[config.mk]
export PLATFORM = sky130hd
export DESIGN_NAME = clk_div_ctrl
export DESIGN_NICKNAME = d
export VERILOG_FILES = /design/src/rtl/clk_div_ctrl.sv
export SDC_FILE = /design/constraint.sdc
export NUM_CORES = 1
export LEC_CHECK = 0
export CORE_ASPECT_RATIO = 0.7
export CORE_MARGIN = 2
export CORE_UTILIZATION = 55
export CTS_CLUSTER_DIAMETER = 80
export DETAILED_ROUTE_END_ITERATION = 8
export PLACE_DENSITY = 0.77
export REMOVE_ABC_BUFFERS = 1
export SLEW_MARGIN = 20
export SYNTH_ARGS = -nofsm -noshare
export SYNTH_HDL_FRONTEND = slang
export SYNTH_SLANG_ARGS = --single-unit
[constraint.sdc]
create_clock -name clk_in -period 3.5 [get_ports clk_in]
set_input_delay 1.05 -clock clk_in [delete_from_list [all_inputs] [get_ports clk_in]]
set_output_delay 1.05 -clock clk_in [all_outputs]
set_load 0.005 [all_outputs]
[src/rtl/clk_div_ctrl.sv]
// clk_div_ctrl: programmable clock divider with glitch-free start/stop and a
// valid/ready divisor configuration port.
//
// Optional feature: define CLK_DIV_CTRL_TICK_CNT_EN to add the 32-bit tick_cnt
// output, which counts clk_out rising edges.
//
// Handshake: a divisor transfers on a rising edge where cfg_valid && cfg_ready.
// cfg_ready is simply !pending, so at most one divisor waits for a toggle edge.
// The offering side must hold cfg_valid/cfg_div stable until the transfer edge.
module clk_div_ctrl #(
   parameter int DIV_WIDTH   = 16,
   parameter int DEFAULT_DIV = 25
) (
   input  logic                 clk_in,
   input  logic                 rst,
   input  logic                 start,
   input  logic                 stop,
   input  logic                 cfg_valid,
   input  logic [DIV_WIDTH-1:0] cfg_div,
   output logic                 cfg_ready,
   output logic                 cfg_err,
   output logic                 clk_out,
   output logic                 tick,
   output logic                 busy,
   output logic                 pending,
   output logic [1:0]           fsm_state
`ifdef CLK_DIV_CTRL_TICK_CNT_EN
   ,
   output logic [31:0]          tick_cnt
`endif
);

   typedef enum logic [1:0] {
      IDLE  = 2'd0,
      RUN   = 2'd1,
      DRAIN = 2'd2
   } state_t;

   state_t               state;
   state_t               state_next;
   logic [DIV_WIDTH-1:0] timer;
   logic [DIV_WIDTH-1:0] div_act;
   logic [DIV_WIDTH-1:0] div_pend;
   logic                 at_end;
   logic                 abort;
   logic                 do_toggle;
   logic                 xfer;
   logic                 leaving;
   logic                 apply;

   // Toggle and handshake qualifiers; stopping while low beats a coincident toggle.
   always_comb begin
      at_end    = (timer == (div_act - DIV_WIDTH'(1)));
      abort     = (state == RUN) && stop && !clk_out;
      do_toggle = (state != IDLE) && !abort && at_end;
      xfer      = cfg_valid && !pending;
   end

   // State register.
   always_ff @(posedge clk_in) begin
      if (rst) state <= IDLE;
      else     state <= state_next;
   end

   // Next-state logic; a stop with clk_out high waits for the falling toggle.
   always_comb begin
      state_next = state;
      unique case (state)
         IDLE: begin
            if (start && !stop) state_next = RUN;
         end
         RUN: begin
            if (stop) begin
               if (!clk_out || do_toggle) state_next = IDLE;
               else                       state_next = DRAIN;
            end
         end
         DRAIN: begin
            if (start && !stop) state_next = RUN;
            else if (do_toggle) state_next = IDLE;
         end
         default: state_next = IDLE;
      endcase
   end

   // FSM-derived outputs.
   always_comb begin
      busy      = (state != IDLE);
      fsm_state = state;
      cfg_ready = !pending;
      leaving   = (state != IDLE) && (state_next == IDLE);
      apply     = pending && ((state == IDLE) || do_toggle || leaving);
   end

   // Half-period timer, divided clock and tick pulse.
   always_ff @(posedge clk_in) begin
      if (rst) begin
         timer   <= '0;
         clk_out <= 1'b0;
         tick    <= 1'b0;
      end else if ((state == IDLE) || abort) begin
         timer   <= '0;
         clk_out <= 1'b0;
         tick    <= 1'b0;
      end else if (do_toggle) begin
         timer   <= '0;
         clk_out <= ~clk_out;
         tick    <= 1'b1;
      end else begin
         timer   <= timer + DIV_WIDTH'(1);
         tick    <= 1'b0;
      end
   end

   // Divisor bookkeeping: direct load while idle, otherwise park until a toggle.
   always_ff @(posedge clk_in) begin
      if (rst) begin
         div_act  <= DIV_WIDTH'(DEFAULT_DIV);
         div_pend <= '0;
         pending  <= 1'b0;
         cfg_err  <= 1'b0;
      end else begin
         cfg_err <= xfer && (cfg_div == '0);
         if (apply) begin
            div_act <= div_pend;
            pending <= 1'b0;
         end else if (xfer && (cfg_div != '0)) begin
            if (state == IDLE) begin
               div_act <= cfg_div;
            end else begin
               div_pend <= cfg_div;
               pending  <= 1'b1;
            end
         end
      end
   end

`ifdef CLK_DIV_CTRL_TICK_CNT_EN
   // Rising-edge counter; wraps naturally at 32 bits.
   always_ff @(posedge clk_in) begin
      if (rst)                       tick_cnt <= '0;
      else if (do_toggle && !clk_out) tick_cnt <= tick_cnt + 32'd1;
   end
`endif

endmodule

Yosys cells after proc, flatten, opt, wreduce, memory -nomap -nowiden
Cells that the tools add are included.
{ "classes": {"n_addsub": 2, "n_eq_ne": 3, "muxes": 10, "bitwise_logic": 3, "reduce_logical": 31} }
{ "op_table": {"columns": ["op", "count"], "rows": [
  ["16-bit 2-to-1 mux", 3],
  ["16-bit by 1-bit adder with 16-bit output (second input constant)", 1],
  ["16-bit equality test", 1],
  ["16-bit logical NOT", 1],
  ["16-bit nonzero test", 1],
  ["16-bit by 1-bit subtractor with 16-bit output (second input constant)", 1],
  ["1-bit logical AND", 10],
  ["2-bit 2-to-1 mux", 5],
  ["2-bit case mux with 3 select lines", 1],
  ["2-bit nonzero test", 3],
  ["1-bit logical NOT", 4],
  ["2-bit logical NOT", 2],
  ["1-bit logical OR", 4],
  ["2-bit AND reduction", 2],
  ["2-bit OR reduction", 2],
  ["1-bit inverter", 3],
  ["3-bit AND reduction", 1],
  ["3-bit OR reduction", 1],
  ["2-bit by 1-bit equality test with 1-bit output (second input constant)", 1],
  ["2-bit equality test (second input constant)", 1],
  ["1-bit 2-to-1 mux", 1]
]} }
{ "word_totals": {"regBits": 54, "in_bits": 21} }

Depth between registers and ports, before layout
{ "depth": {"word_depth": 16, "depth_mapped": 10} }

Worst setup path after synthesis
No wires, ideal clock.
{ "synth_path": {"path_kind": "input -> register", "start": "in cfg_div[3]", "end": "reg div_act[5]", "setup_ns": 0.122, "t_arrival_ns": 2.838, "setup_slack_ns": 0.540, "stages": 9, "n_path_buf": 2, "cell_sequence": "nor4_1 -> nand4_1 -> nor2b_1 -> nand2b_1 -> clkbuf_1 -> buf_2 -> mux2i_1 -> nor2_1 -> a221o_1"} }
{ "synth_via": {"elab_chain_cells": 4} }
{ "synth_rtl": {"columns": ["element", "line", "text"], "rows": [
  ["start, declared", "19", "input logic [DIV_WIDTH-1:0] cfg_div,"],
  ["16-bit nonzero test", "127", "end else if (xfer && (cfg_div != '0)) begin"],
  ["1-bit logical AND", "127", null],
  ["2-bit nonzero test (no source line)", null, null],
  ["2-bit AND reduction (no source line)", null, null],
  ["end signal, assigned", "118", "div_act <= DIV_WIDTH'(DEFAULT_DIV);"],
  ["end signal, assigned", "125", "div_act <= div_pend;"],
  ["end signal, assigned", "129", "div_act <= cfg_div;"],
  ["end, declared", "42", "logic [DIV_WIDTH-1:0] div_act;"]
]} }
Every way passes these cells.
A chain may end at the register's enable or synchronous reset.

Final worst setup path
{ "layout_path": {"start": "in cfg_div[10]", "end": "reg div_act[7]"} }
The elaborated chain is that of the path after synthesis.

==> flow_results.xml <==
<?xml version="1.0" encoding="UTF-8"?>
<metrics>
  <group name="cells_and_area">
    <metric name="antenna_cells" unit="">0</metric>
    <metric name="fillCellCount" unit="">437</metric>
    <metric name="finish.instance_area" unit="µm²">3400</metric>
    <metric name="layout-area-overhead-vs-synth" unit="%">15.2</metric>
    <metric name="final_nets" unit="">378</metric>
    <metric name="final_common_cell" unit="">sky130_fd_sc_hd__nor2_1</metric>
    <metric name="final_cell_mix" unit="">sky130_fd_sc_hd__nor2_1 (71), sky130_fd_sc_hd__dfxtp_1 (54), sky130_fd_sc_hd__mux2i_1 (32)</metric>
    <metric name="post_route_cells_drive_above_1_share" unit="%">9.83</metric>
  </group>
  <group name="hold_path">
    <metric name="worst_hold_path.num_cells" unit="">2</metric>
    <metric name="hold_end" unit="">div_act[0]</metric>
    <metric name="hold_crit_class" unit="">flop to flop</metric>
    <metric name="min-delay-start" unit="">div_pend[0]</metric>
  </group>
  <group name="power_and_ir_drop">
    <metric name="p_per_area" unit="nW/µm²">357</metric>
    <metric name="vdd_ir_drop_max" unit="V">0.000185</metric>
    <metric name="total_power" unit="mW">1.21</metric>
    <metric name="power_leakage" unit="nW">1.38</metric>
  </group>
  <group name="synth">
    <metric name="synth_top_area_share" unit="%">36.6</metric>
    <metric name="post_synth_inst_count" unit="">326</metric>
    <metric name="syn_area_per_cell" unit="µm²">9.05</metric>
    <metric name="synth_warnings" unit="">0</metric>
    <metric name="postSynth.asyncResetShare" unit="%">0</metric>
    <metric name="yosys.area.top_type" unit="">sky130_fd_sc_hd__dfxtp_1</metric>
    <metric name="seq_area_frac_synth" unit="%">36.6</metric>
    <metric name="ys_dominant_reg_cell" unit="">sky130_fd_sc_hd__dfxtp_1</metric>
    <metric name="postSynthRegisterBits" unit="">54</metric>
    <metric name="synth_edf_count" unit="">0</metric>
    <metric name="netlist_area_before_placement" unit="µm²">2950</metric>
    <metric name="netlist-cell-type-count" unit="">50</metric>
    <metric name="ys_top_cells_by_area" unit="">sky130_fd_sc_hd__dfxtp_1 (37%), sky130_fd_sc_hd__mux2i_1 (11%), sky130_fd_sc_hd__nor2_1 (9.0%)</metric>
  </group>
  <group name="placement">
    <metric name="finalWeightedCongestion" unit="">0.813</metric>
    <metric name="place.detailed.hpwl" unit="mm">4.99</metric>
    <metric name="io_buffers" unit="">28</metric>
    <metric name="placed_cell_area" unit="µm²">3310</metric>
  </group>
  <group name="sta">
    <metric name="setup_viol" unit="">0</metric>
    <metric name="layout_min_cycle_time" unit="ns">3.17</metric>
    <metric name="finClkSkew" unit="ns">0.0167</metric>
    <metric name="max_slew.worst_pin.slew" unit="ns">0.597</metric>
    <metric name="slew-limit-headroom" unit="%">59.8</metric>
    <metric name="hold_violations" unit="">0</metric>
    <metric name="fin_setup_tns" unit="ns">0</metric>
    <metric name="final-max-slew-violation-count" unit="">0</metric>
    <metric name="portion_of_the_clock_cycle_consumed_by_the_worst_path_in_the_final_layout" unit="%">90.5</metric>
    <metric name="achievable-frequency" unit="MHz">316</metric>
    <metric name="setup_repair_after_global_routing_missed_its_margin" unit="">false</metric>
  </group>
  <group name="detailed_routing">
    <metric name="detailedRoute.firstPassIterationCount" unit="">5</metric>
    <metric name="drt_iter0_markers" unit="">162</metric>
    <metric name="wl_per_cell" unit="µm">15.9</metric>
    <metric name="detail_route.wirelength" unit="mm">6.80</metric>
    <metric name="remaining_drc_errors" unit="">0</metric>
    <metric name="route.vias.total" unit="">2509</metric>
    <metric name="ant_nets" unit="">0</metric>
    <metric name="detail_route.vias_per_cell" unit="">5.86</metric>
  </group>
  <group name="critical_path">
    <metric name="cp.arrival" unit="ns">3.36</metric>
    <metric name="worst-r2r-setup-slack" unit="ns">0.35</metric>
    <metric name="crit_path_start_kind" unit="">input pin</metric>
    <metric name="critPathMaxFanout" unit="">9</metric>
    <metric name="cp_class" unit="">input pin to flop</metric>
    <metric name="worst_setup_ep_type" unit="">flop</metric>
    <metric name="r2r_cells" unit="">9</metric>
    <metric name="r2r-start" unit="">div_act[0]</metric>
    <metric name="critical_path.reg2reg.endpoint" unit="">timer[2]</metric>
    <metric name="required_time_of_the_critical_path" unit="ns">3.69</metric>
  </group>
  <group name="grt">
    <metric name="grt_start_max_net_pins" unit="">29</metric>
    <metric name="first_global_vias" unit="">2452</metric>
    <metric name="grt-ovfl-total" unit="">0</metric>
    <metric name="globalRouteTotalUtil" unit="%">24.3</metric>
    <metric name="grt_antenna_before_repair" unit="">0</metric>
    <metric name="grt_pass1_wl" unit="mm">11.6</metric>
  </group>
  <group name="cts">
    <metric name="clk-insertion-delay-late" unit="ns">0.31</metric>
    <metric name="root_buffer" unit="">sky130_fd_sc_hd__clkbuf_8</metric>
    <metric name="clk_pin_slew_worst_paths" unit="ns">0.10</metric>
    <metric name="post-cts-setup-buffer-count" unit="">0</metric>
    <metric name="clock_sink_count" unit="">54</metric>
    <metric name="htree_num_levels" unit="">2</metric>
    <metric name="cts_resized" unit="">0</metric>
    <metric name="numCtsBuffers" unit="">5</metric>
    <metric name="clock_tree_from_tritoncts" unit="">yes</metric>
    <metric name="max-clock-path-buffers" unit="">2</metric>
    <metric name="postCtsHoldBufs" unit="">0</metric>
  </group>
  <group name="floorplan">
    <metric name="floorplan.initialDensity" unit="%">56.7</metric>
    <metric name="dieHeight" unit="µm">65.3</metric>
    <metric name="pin_count" unit="">29</metric>
    <metric name="coreArea" unit="µm²">5200</metric>
    <metric name="die_w" unit="µm">91.5</metric>
    <metric name="die_area" unit="µm²">5980</metric>
    <metric name="placement_rows" unit="">22</metric>
  </group>
  <group name="flow_run">
    <metric name="max_cap_violations" unit="">0</metric>
  </group>
  <group name="run_status">
    <metric name="run_status" unit="">finished clean</metric>
  </group>
</metrics>
-- per-layer routing --
layer	track usage, %	vias up	wire length, µm	part of all wire, %
met1	34.1	1189	3310	49
met5	0	-	0	0
met2	38.1	91	2960	44
met4	7.58	0	78	1.1
li1	-	1221	-	-
met3	4.59	8	443	6.5
-- flip-flops by register name, indices dropped and copies added (netlist names) --
signal	flops
timer	16
pending	1
fsm_state	2
cfg_err	1
clk_out	1
tick	1
div_pend	16
div_act	16
-- synthesized netlist by cell type, types with 2 or more instances --
| cell | n |
|---|---|
| sky130_fd_sc_hd__a21o_1 | 2 |
| sky130_fd_sc_hd__a21oi_1 | 3 |
| sky130_fd_sc_hd__a221o_1 | 13 |
| sky130_fd_sc_hd__a221oi_1 | 4 |
| sky130_fd_sc_hd__a22oi_1 | 2 |
| sky130_fd_sc_hd__and3_1 | 8 |
| sky130_fd_sc_hd__and4_1 | 2 |
| sky130_fd_sc_hd__buf_2 | 6 |
| sky130_fd_sc_hd__buf_6 | 2 |
| sky130_fd_sc_hd__clkbuf_1 | 7 |
| sky130_fd_sc_hd__dfxtp_1 | 54 |
| sky130_fd_sc_hd__ha_1 | 2 |
| sky130_fd_sc_hd__inv_1 | 8 |
| sky130_fd_sc_hd__mux2_2 | 2 |
| sky130_fd_sc_hd__mux2i_1 | 32 |
| sky130_fd_sc_hd__nand2_1 | 8 |
| sky130_fd_sc_hd__nand2b_1 | 4 |
| sky130_fd_sc_hd__nand3_1 | 8 |
| sky130_fd_sc_hd__nand4_1 | 6 |
| sky130_fd_sc_hd__nand4b_1 | 2 |
| sky130_fd_sc_hd__nor2_1 | 71 |
| sky130_fd_sc_hd__nor2b_1 | 4 |
| sky130_fd_sc_hd__nor3_1 | 5 |
| sky130_fd_sc_hd__nor3_2 | 2 |
| sky130_fd_sc_hd__nor3b_1 | 2 |
| sky130_fd_sc_hd__nor4_1 | 6 |
| sky130_fd_sc_hd__or2_2 | 4 |
| sky130_fd_sc_hd__xnor2_1 | 20 |
| sky130_fd_sc_hd__xor2_1 | 16 |
-- cell families after synthesis --
| group | count (synthesis) | share of synthesized area (%) |
|---|---|---|
| simple gates | 142 | 25.3 |
| buf+inv | 23 | 3.69 |
| flops | 54 | 36.6 |
| xor+xnor | 36 | 10.7 |
| fa+ha+maj | 2 | 0.848 |
| mux | 34 | 11.6 |
| compound gates | 35 | 11.2 |
-- metrics by stage --
| step | setup slack [ns] | std cells | hold slack [ns] | util (%) |
|---|---|---|---|---|
| finish | 0.332 | 428 | 0.470 | 65.3 |
| global route | 0.0209 | 428 | 0.486 | 65.3 |
| CTS | 0.377 | 428 | 0.468 | 65.3 |
| detailed placement | 0.0922 | 420 | 0.454 | 63.6 |
| global placement | 0.132 | 420 | 0.451 | 63.6 |
| floorplan | 0.619 | 311 | 0.438 | - |
-- how the worst max path moves through the flow --
stage / depth (start not counted) / slack [ns] / start / end
6_report: 9 / 0.33 / cfg_div[10] / div_act[7]
5_1_grt: 9 / 0.02 / div_act[0] / timer[11]
4_1_cts: 9 / 0.38 / div_act[0] / timer[2]
3_5_place_dp: 9 / 0.09 / cfg_div[10] / div_act[7]
3_3_place_gp: 9 / 0.13 / cfg_div[10] / div_act[7]
2_1_floorplan: 7 / 0.62 / cfg_div[3] / div_act[14]
-- critical path: stages --
cell                              delay, ns
sky130_fd_sc_hd__clkdlybuf4s50_1       0.46
sky130_fd_sc_hd__nor4_1                0.58
sky130_fd_sc_hd__nand4_1               0.18
sky130_fd_sc_hd__nor2b_1               0.18
sky130_fd_sc_hd__nand2b_1              0.08
sky130_fd_sc_hd__buf_4                 0.20
sky130_fd_sc_hd__mux2i_1               0.25
sky130_fd_sc_hd__nor2_1                0.07
sky130_fd_sc_hd__a221o_1               0.29
-- area by class of cell --
| cell class | count | area [µm²] | area share, % |
|---|---|---|---|
| clock buffer | 5 | 68.8 | 2.02 |
| timing repair buffer | 37 | 348 | 10.2 |
| tap | 72 | 90.1 | 2.65 |
| inverter | 8 | 30.0 | 0.883 |
| clock inverter | 3 | 21.3 | 0.626 |
| multi-input combinational | 249 | 1760 | 51.8 |
| sequential | 54 | 1080 | 31.8 |
-- report_power, final --
group | leakage (nW) | switching [mW] | internal (mW) | total [mW]
clock network | 0.0441 | 0.215 | 0.141 | 0.356
registers | 0.439 | 0.0309 | 0.634 | 0.665
logic | 0.893 | 0.0951 | 0.0967 | 0.192
Power figures use the tool's default switching activity.
